### src/rtl/mode_stopwatch_lap.sv
// mode_stopwatch_lap: BCD stopwatch with start/pause, clear and a circular lap buffer,
// rendered as 32 LCD character cells through a registered index/out port.
module mode_stopwatch_lap #(
    parameter int LAP_DEPTH = 4,
    parameter int MAX_MIN   = 59
) (
    input  logic       clk,
    input  logic       rst,
    input  logic       en_100hz,
    input  logic [3:0] sw_in,
    input  logic [4:0] index,
    output logic [7:0] out,
    output logic       running,
    output logic [4:0] lap_count
);
    typedef enum logic [1:0] {IDLE, RUN, PAUSE} state_t;
    localparam logic [3:0]   MT   = 4'(MAX_MIN / 10);
    localparam logic [3:0]   MO   = 4'(MAX_MIN % 10);
    localparam logic [127:0] STOP = "Stop Watch      ";
    state_t      state, state_nx;
    logic [3:0]  sw_prev, sw_rise;
    logic [23:0] tm, tm_nx, lap_tm;
    logic [23:0] lap_buf [16];
    logic [3:0]  wr_ptr, sel_idx, vt, vo;
    logic [4:0]  view_sel, vn;
    logic [5:0]  sel_raw;
    logic [7:0]  ch;
    logic        do_clr, do_lap, do_next, do_tick, cc_w, ss_w, mm_w;

    function automatic logic [3:0] inc(input logic [3:0] d, input logic [3:0] top);
        return d == top ? 4'd0 : d + 4'd1;
    endfunction

    function automatic logic [7:0] dig(input logic [3:0] d);
        return 8'h30 + {4'h0, d};
    endfunction

    assign sw_rise = sw_in & ~sw_prev;

    // Clear dominates; a captured lap suppresses next-lap in the same cycle.
    always_comb begin
        do_clr  = sw_rise[2];
        do_lap  = sw_rise[1] && state == RUN && !do_clr;
        do_next = sw_rise[3] && !do_clr && !do_lap && lap_count != 5'd0;
        do_tick = en_100hz && state == RUN && !do_clr;
    end

    always_ff @(posedge clk or negedge rst)
        if (!rst) state <= IDLE;
        else      state <= state_nx;

    always_comb
        state_nx = do_clr ? IDLE : !sw_rise[0] ? state : state == RUN ? PAUSE : RUN;

    always_comb
        running = state == RUN;

    always_comb begin
        cc_w  = tm[7:4] == 4'd9 && tm[3:0] == 4'd9;
        ss_w  = tm[15:12] == 4'd5 && tm[11:8] == 4'd9;
        mm_w  = tm[23:20] == MT && tm[19:16] == MO;
        tm_nx = tm;
        tm_nx[3:0]   = inc(tm[3:0], 4'd9);
        tm_nx[7:4]   = tm[3:0] == 4'd9 ? inc(tm[7:4], 4'd9) : tm[7:4];
        tm_nx[11:8]  = cc_w ? inc(tm[11:8], 4'd9) : tm[11:8];
        tm_nx[15:12] = cc_w && tm[11:8] == 4'd9 ? inc(tm[15:12], 4'd5) : tm[15:12];
        tm_nx[19:16] = !(cc_w && ss_w) ? tm[19:16] : mm_w ? 4'd0 : inc(tm[19:16], 4'd9);
        tm_nx[23:20] = !(cc_w && ss_w) ? tm[23:20] : mm_w ? 4'd0 :
                       tm[19:16] == 4'd9 ? tm[23:20] + 4'd1 : tm[23:20];
    end

    always_ff @(posedge clk or negedge rst)
        if (!rst) begin
            sw_prev   <= '0;
            tm        <= '0;
            wr_ptr    <= '0;
            lap_count <= '0;
            view_sel  <= '0;
        end else begin
            sw_prev <= sw_in;
            if (do_clr) begin
                tm        <= '0;
                wr_ptr    <= '0;
                lap_count <= '0;
                view_sel  <= '0;
            end else begin
                if (do_tick) tm <= tm_nx;
                if (do_lap) begin
                    wr_ptr    <= wr_ptr == 4'(LAP_DEPTH - 1) ? 4'd0 : wr_ptr + 4'd1;
                    lap_count <= lap_count == 5'(LAP_DEPTH) ? lap_count : lap_count + 5'd1;
                    view_sel  <= '0;
                end else if (do_next)
                    view_sel <= view_sel + 5'd1 == lap_count ? 5'd0 : view_sel + 5'd1;
            end
        end

    always_ff @(posedge clk)
        if (do_lap) lap_buf[wr_ptr] <= tm;

    // view_sel counts back from the newest entry, which sits just behind wr_ptr.
    always_comb begin
        sel_raw = 6'(wr_ptr) + 6'(LAP_DEPTH) - 6'd1 - 6'(view_sel);
        sel_idx = 4'(sel_raw >= 6'(LAP_DEPTH) ? sel_raw - 6'(LAP_DEPTH) : sel_raw);
        lap_tm  = lap_buf[sel_idx];
        vn      = view_sel + 5'd1;
        vt      = vn >= 5'd10 ? 4'd1 : 4'd0;
        vo      = 4'(vn >= 5'd10 ? vn - 5'd10 : vn);
    end

    always_comb begin
        ch = " ";
        if (!index[4]) begin
            if (lap_count == 5'd0) ch = STOP[8 * (15 - int'(index[3:0])) +: 8];
            else
                case (index[3:0])
                    4'd0:  ch = "L";
                    4'd1:  ch = "A";
                    4'd2:  ch = "P";
                    4'd3:  ch = dig(vt);
                    4'd4:  ch = dig(vo);
                    4'd6:  ch = dig(lap_tm[23:20]);
                    4'd7:  ch = dig(lap_tm[19:16]);
                    4'd8:  ch = ":";
                    4'd9:  ch = dig(lap_tm[15:12]);
                    4'd10: ch = dig(lap_tm[11:8]);
                    4'd11: ch = ":";
                    4'd12: ch = dig(lap_tm[7:4]);
                    4'd13: ch = dig(lap_tm[3:0]);
                    default: ch = " ";
                endcase
        end else
            case (index[3:0])
                4'd0:  ch = "T";
                4'd1:  ch = "I";
                4'd2:  ch = "M";
                4'd3:  ch = "E";
                4'd5:  ch = dig(tm[23:20]);
                4'd6:  ch = dig(tm[19:16]);
                4'd7:  ch = ":";
                4'd8:  ch = dig(tm[15:12]);
                4'd9:  ch = dig(tm[11:8]);
                4'd10: ch = ":";
                4'd11: ch = dig(tm[7:4]);
                4'd12: ch = dig(tm[3:0]);
                4'd14: ch = state == RUN ? "R" : state == PAUSE ? "P" : " ";
                default: ch = " ";
            endcase
    end

    always_ff @(posedge clk or negedge rst)
        if (!rst) out <= '0;
        else      out <= ch;
endmodule

### config.mk
export PLATFORM = sky130hd
export DESIGN_NAME = mode_stopwatch_lap
export DESIGN_NICKNAME = d
export VERILOG_FILES = /design/src/rtl/mode_stopwatch_lap.sv
export SDC_FILE = /design/constraint.sdc
export NUM_CORES = 1
export LEC_CHECK = 0
export CAP_MARGIN = 40
export CORE_UTILIZATION = 34
export DETAILED_ROUTE_END_ITERATION = 10
export HOLD_SLACK_MARGIN = 0.03
export PLACE_DENSITY = 0.49
export SETUP_SLACK_MARGIN = 0.05
export SYNTH_ARGS = -nofsm -noshare
export SYNTH_HDL_FRONTEND = slang
export SYNTH_SLANG_ARGS = --single-unit
### constraint.sdc
create_clock -name clk -period 12.4 [get_ports clk]
set_input_delay 2.48 -clock clk [delete_from_list [all_inputs] [get_ports clk]]
set_output_delay 2.48 -clock clk [all_outputs]
set_load 0.05 [all_outputs]
==> reports/qor.yml <==
status: "completed"
post_synth.cell_area_avg_um2: 16.8
clk_pin_slew_ns: 0.06
post_cts_resized: 0
synth_top_area_cell: "edfxtp_1"
start_util_pct: 34.7
finalSetupTns_ns: 0
min_period_ns: 5.27
ys_seq_area_share_pct: 68.2
drt-met1-wl_um: 21800
grt_antenna_before_repair: 0
post_cts_buffers: 0
crit_fanout: 24
ys_ff_latch: 435
rrSetupSlack_ns: 7.16
syn_nets: 1164
h-tree-depth: 2
critical_path.top_delay_family: "simple AND/OR/NAND/NOR gates"
first_pass_iters: 5
grt_pass1_vias: 10400
syn_area_um2: 18800
synth_top_flop_cell: "edfxtp_1"
fillers: 4861
ir_drop_mv: 0.124
antenna_cells: 0
synth_warnings: 0
yosysTopAreaCellShare_pct: 61.4
cpPeakStageDelay_ns: 0.60
wl_um: 48500
drv_slew: 0
dieArea_um2: 56100
synth-edff-count: 384
maxCapViolCount: 0
synthCells: 1114
wl_met3_um: 2740
ios: 26
final_core_util_pct: 39.6
slowest_stage: "clkdlybuf4s50_1"
crit_path_start_kind: "primary input"
finalCritPeriodShare_pct: 42.5
row_count: 85
crit_chain: "clkdlybuf4s50_1, inv_1, ha_1, and3_1, a22o_1, a221oi_1, mux2i_1, mux2_2, nor4_1, o21ai_1"
reg2reg_from: "wr_ptr[2]$_DFFE_PN0P_"
drc: 0
setup_viol: 0
p_leak_nw: 7.30
cts_buffer_depth: 3
area_growth_pct: 14.3
ff_latch_area_um2: 12800
core_area_um2: 54100
cts_buffers: 48
p_total_mw: 3.67
io_buffers: 24
cts.sinks: 435
vias: 10400
path_class: "primary input to flip-flop"
synth_top_cells_by_area: "edfxtp_1 61%, mux4_2 11%, dfrtp_1 6.8%"
p_per_area_nw_per_um2: 171
vias_per_cell: 5.47
grtUsageTotal_pct: 17.6
wl_met2_um: 22900
nets: 1212
rr_worst_depth: 14
holdCritPathClass: "flip-flop to flip-flop"
final_common_cell: "edfxtp_1"
max_freq_mhz: 190
grt_pass1_wl_um: 71800
rsz0062_at_grt: "no"
cp-startpoint: "index[0]"
dpl.hpwl_um: 30600
die_y_um: 237
worst-endpoint-arrival_ns: 5.73
cp-end-kind: "flip-flop"
fin_worst_skew_ns: 0.0237
holdBufCountCts: 0
hold_viol: 0
r2r_end: "out[3]$_DFF_PN0_"
synth_cell_types: 73
cts-root-buf: "clkbuf_16"
slew-limit-headroom_pct: 38.3
insertion_delay_ns: 0.60
gp_congestion: 0.828
cts_tree: "yes"
dieWidth_um: 237
path_depth: 10
multi_input_area_um2: 5590
synthArstFlopShare_pct: 11.7
layout-drive-gt1-share_pct: 19.8
grt_overflow: 0
crit_required_ns: 12.86
final_cell_mix: "384 x edfxtp_1, 92 x mux4_2, 61 x nand2_1"
critPathBufInv: 2
worst_slew_pin_slew_ns: 0.926
wl_per_cell_um: 25.6
grt_max_degree: 52
endpoint: "out[3]$_DFF_PN0_"
highest_layer: "met4"
first_iter_violations: 949
antenna_left: 0
## worst register-to-register path, stage by stage (launching register included)
cell	delay, ns
dfrtp_1	0.65
inv_1	0.13
ha_1	0.30
inv_1	0.05
fa_1	0.70
inv_1	0.62
ha_1	0.34
o311a_4	0.26
o21ai_4	0.17
xnor2_4	0.32
buf_4	0.41
mux2i_1	0.48
o22ai_1	0.19
nor4_1	0.38
o21ai_1	0.10
## area by class of cell
| type | count | area share, % |
|---|---|---|
| flip-flops and latches | 435 | 59.7 |
| repair buffers | 59 | 2.77 |
| inverters | 28 | 0.490 |
| clock buffers | 65 | 6.13 |
| multi-input cells | 590 | 26.1 |
| well taps | 696 | 4.06 |
| clock inverters | 23 | 0.747 |
## worst min-delay path by stage
| stage | startpoint | endpoint | slack, ns | cells past startpoint |
|---|---|---|---|---|
| floorplan | view_sel[4]$_DFFE_PN0P_ | view_sel[4]$_DFFE_PN0P_ | 0.45 | 2 |
| global placement | view_sel[4]$_DFFE_PN0P_ | view_sel[4]$_DFFE_PN0P_ | 0.46 | 2 |
| detailed placement | view_sel[4]$_DFFE_PN0P_ | view_sel[4]$_DFFE_PN0P_ | 0.47 | 2 |
| CTS | view_sel[4]$_DFFE_PN0P_ | view_sel[4]$_DFFE_PN0P_ | 0.49 | 2 |
| global route | view_sel[4]$_DFFE_PN0P_ | view_sel[4]$_DFFE_PN0P_ | 0.54 | 2 |
| finish | view_sel[4]$_DFFE_PN0P_ | view_sel[4]$_DFFE_PN0P_ | 0.48 | 2 |
## through the flow
| stage | hold WS, ns | setup slack [ns] | instances | area (µm²) |
|---|---|---|---|---|
| floorplan | 0.450 | 7.01 | 1114 | 18800 |
| global placement | 0.465 | 6.59 | 1798 | 19800 |
| detailed placement | 0.473 | 6.59 | 1808 | 20000 |
| CTS | 0.486 | 7.19 | 1896 | 21400 |
| global route | 0.541 | 6.89 | 1896 | 21400 |
| finish | 0.482 | 7.13 | 1896 | 21400 |
## Yosys cell counts, types with 6 or more instances
library cell  count
a21oi_1          36
a221oi_1         14
a22o_1           13
a22oi_1          13
a31oi_1          11
and3_1            9
buf_1             7
buf_2            11
buf_4             6
buf_6             8
clkbuf_1         27
dfrtp_1          51
edfxtp_1        384
ha_1             37
inv_1            28
mux2_2           12
mux2i_1          28
mux4_2           92
nand2_1          61
nand2b_1          9
nand3_1          18
nand4_1           7
nor2_1           55
nor2b_1           7
nor3_1           21
o21ai_0          43
o31ai_1           9
or3_1             7
xnor2_1           8
xor2_1           10
## metal layers
layer  vias up  track usage [%]
met5         -                0
met4         0             4.80
met3        64             3.49
met2       284             27.9
met1      5461             24.7
li1       4557                -
## report_power, final
| group | internal (mW) | switching [mW] |
|---|---|---|
| clock network | 0.763 | 0.586 |
| logic | 0.227 | 0.291 |
| registers | 1.68 | 0.118 |
| total | 2.67 | 0.995 |
## logic make-up (layout without fill, tap and decap cells)
family / Yosys count / count (layout) / synth area share (%)
xor gates and xnor gates: 19 / 19 / 0.987
muxes: 134 / 134 / 13.4
AOI/OAI and AO/OA: 183 / 183 / 6.72
buffers and inverters: 89 / 175 / 2.44
adders and majority gates: 38 / 38 / 2.57
DFF: 435 / 435 / 68.2
and+or+nand+nor: 215 / 215 / 5.61
other: 1 / 1 / 0.0200
## sequential cells by signal (all words and copies together) (netlist names)
| signal | flops |
|---|---|
| lap_buf | 384 |
| tm | 24 |
| out | 7 |
| lap_count | 5 |
| view_sel | 5 |
| sw_prev | 4 |
| wr_ptr | 4 |
| state | 2 |
(Power assumes the default switching activity.)
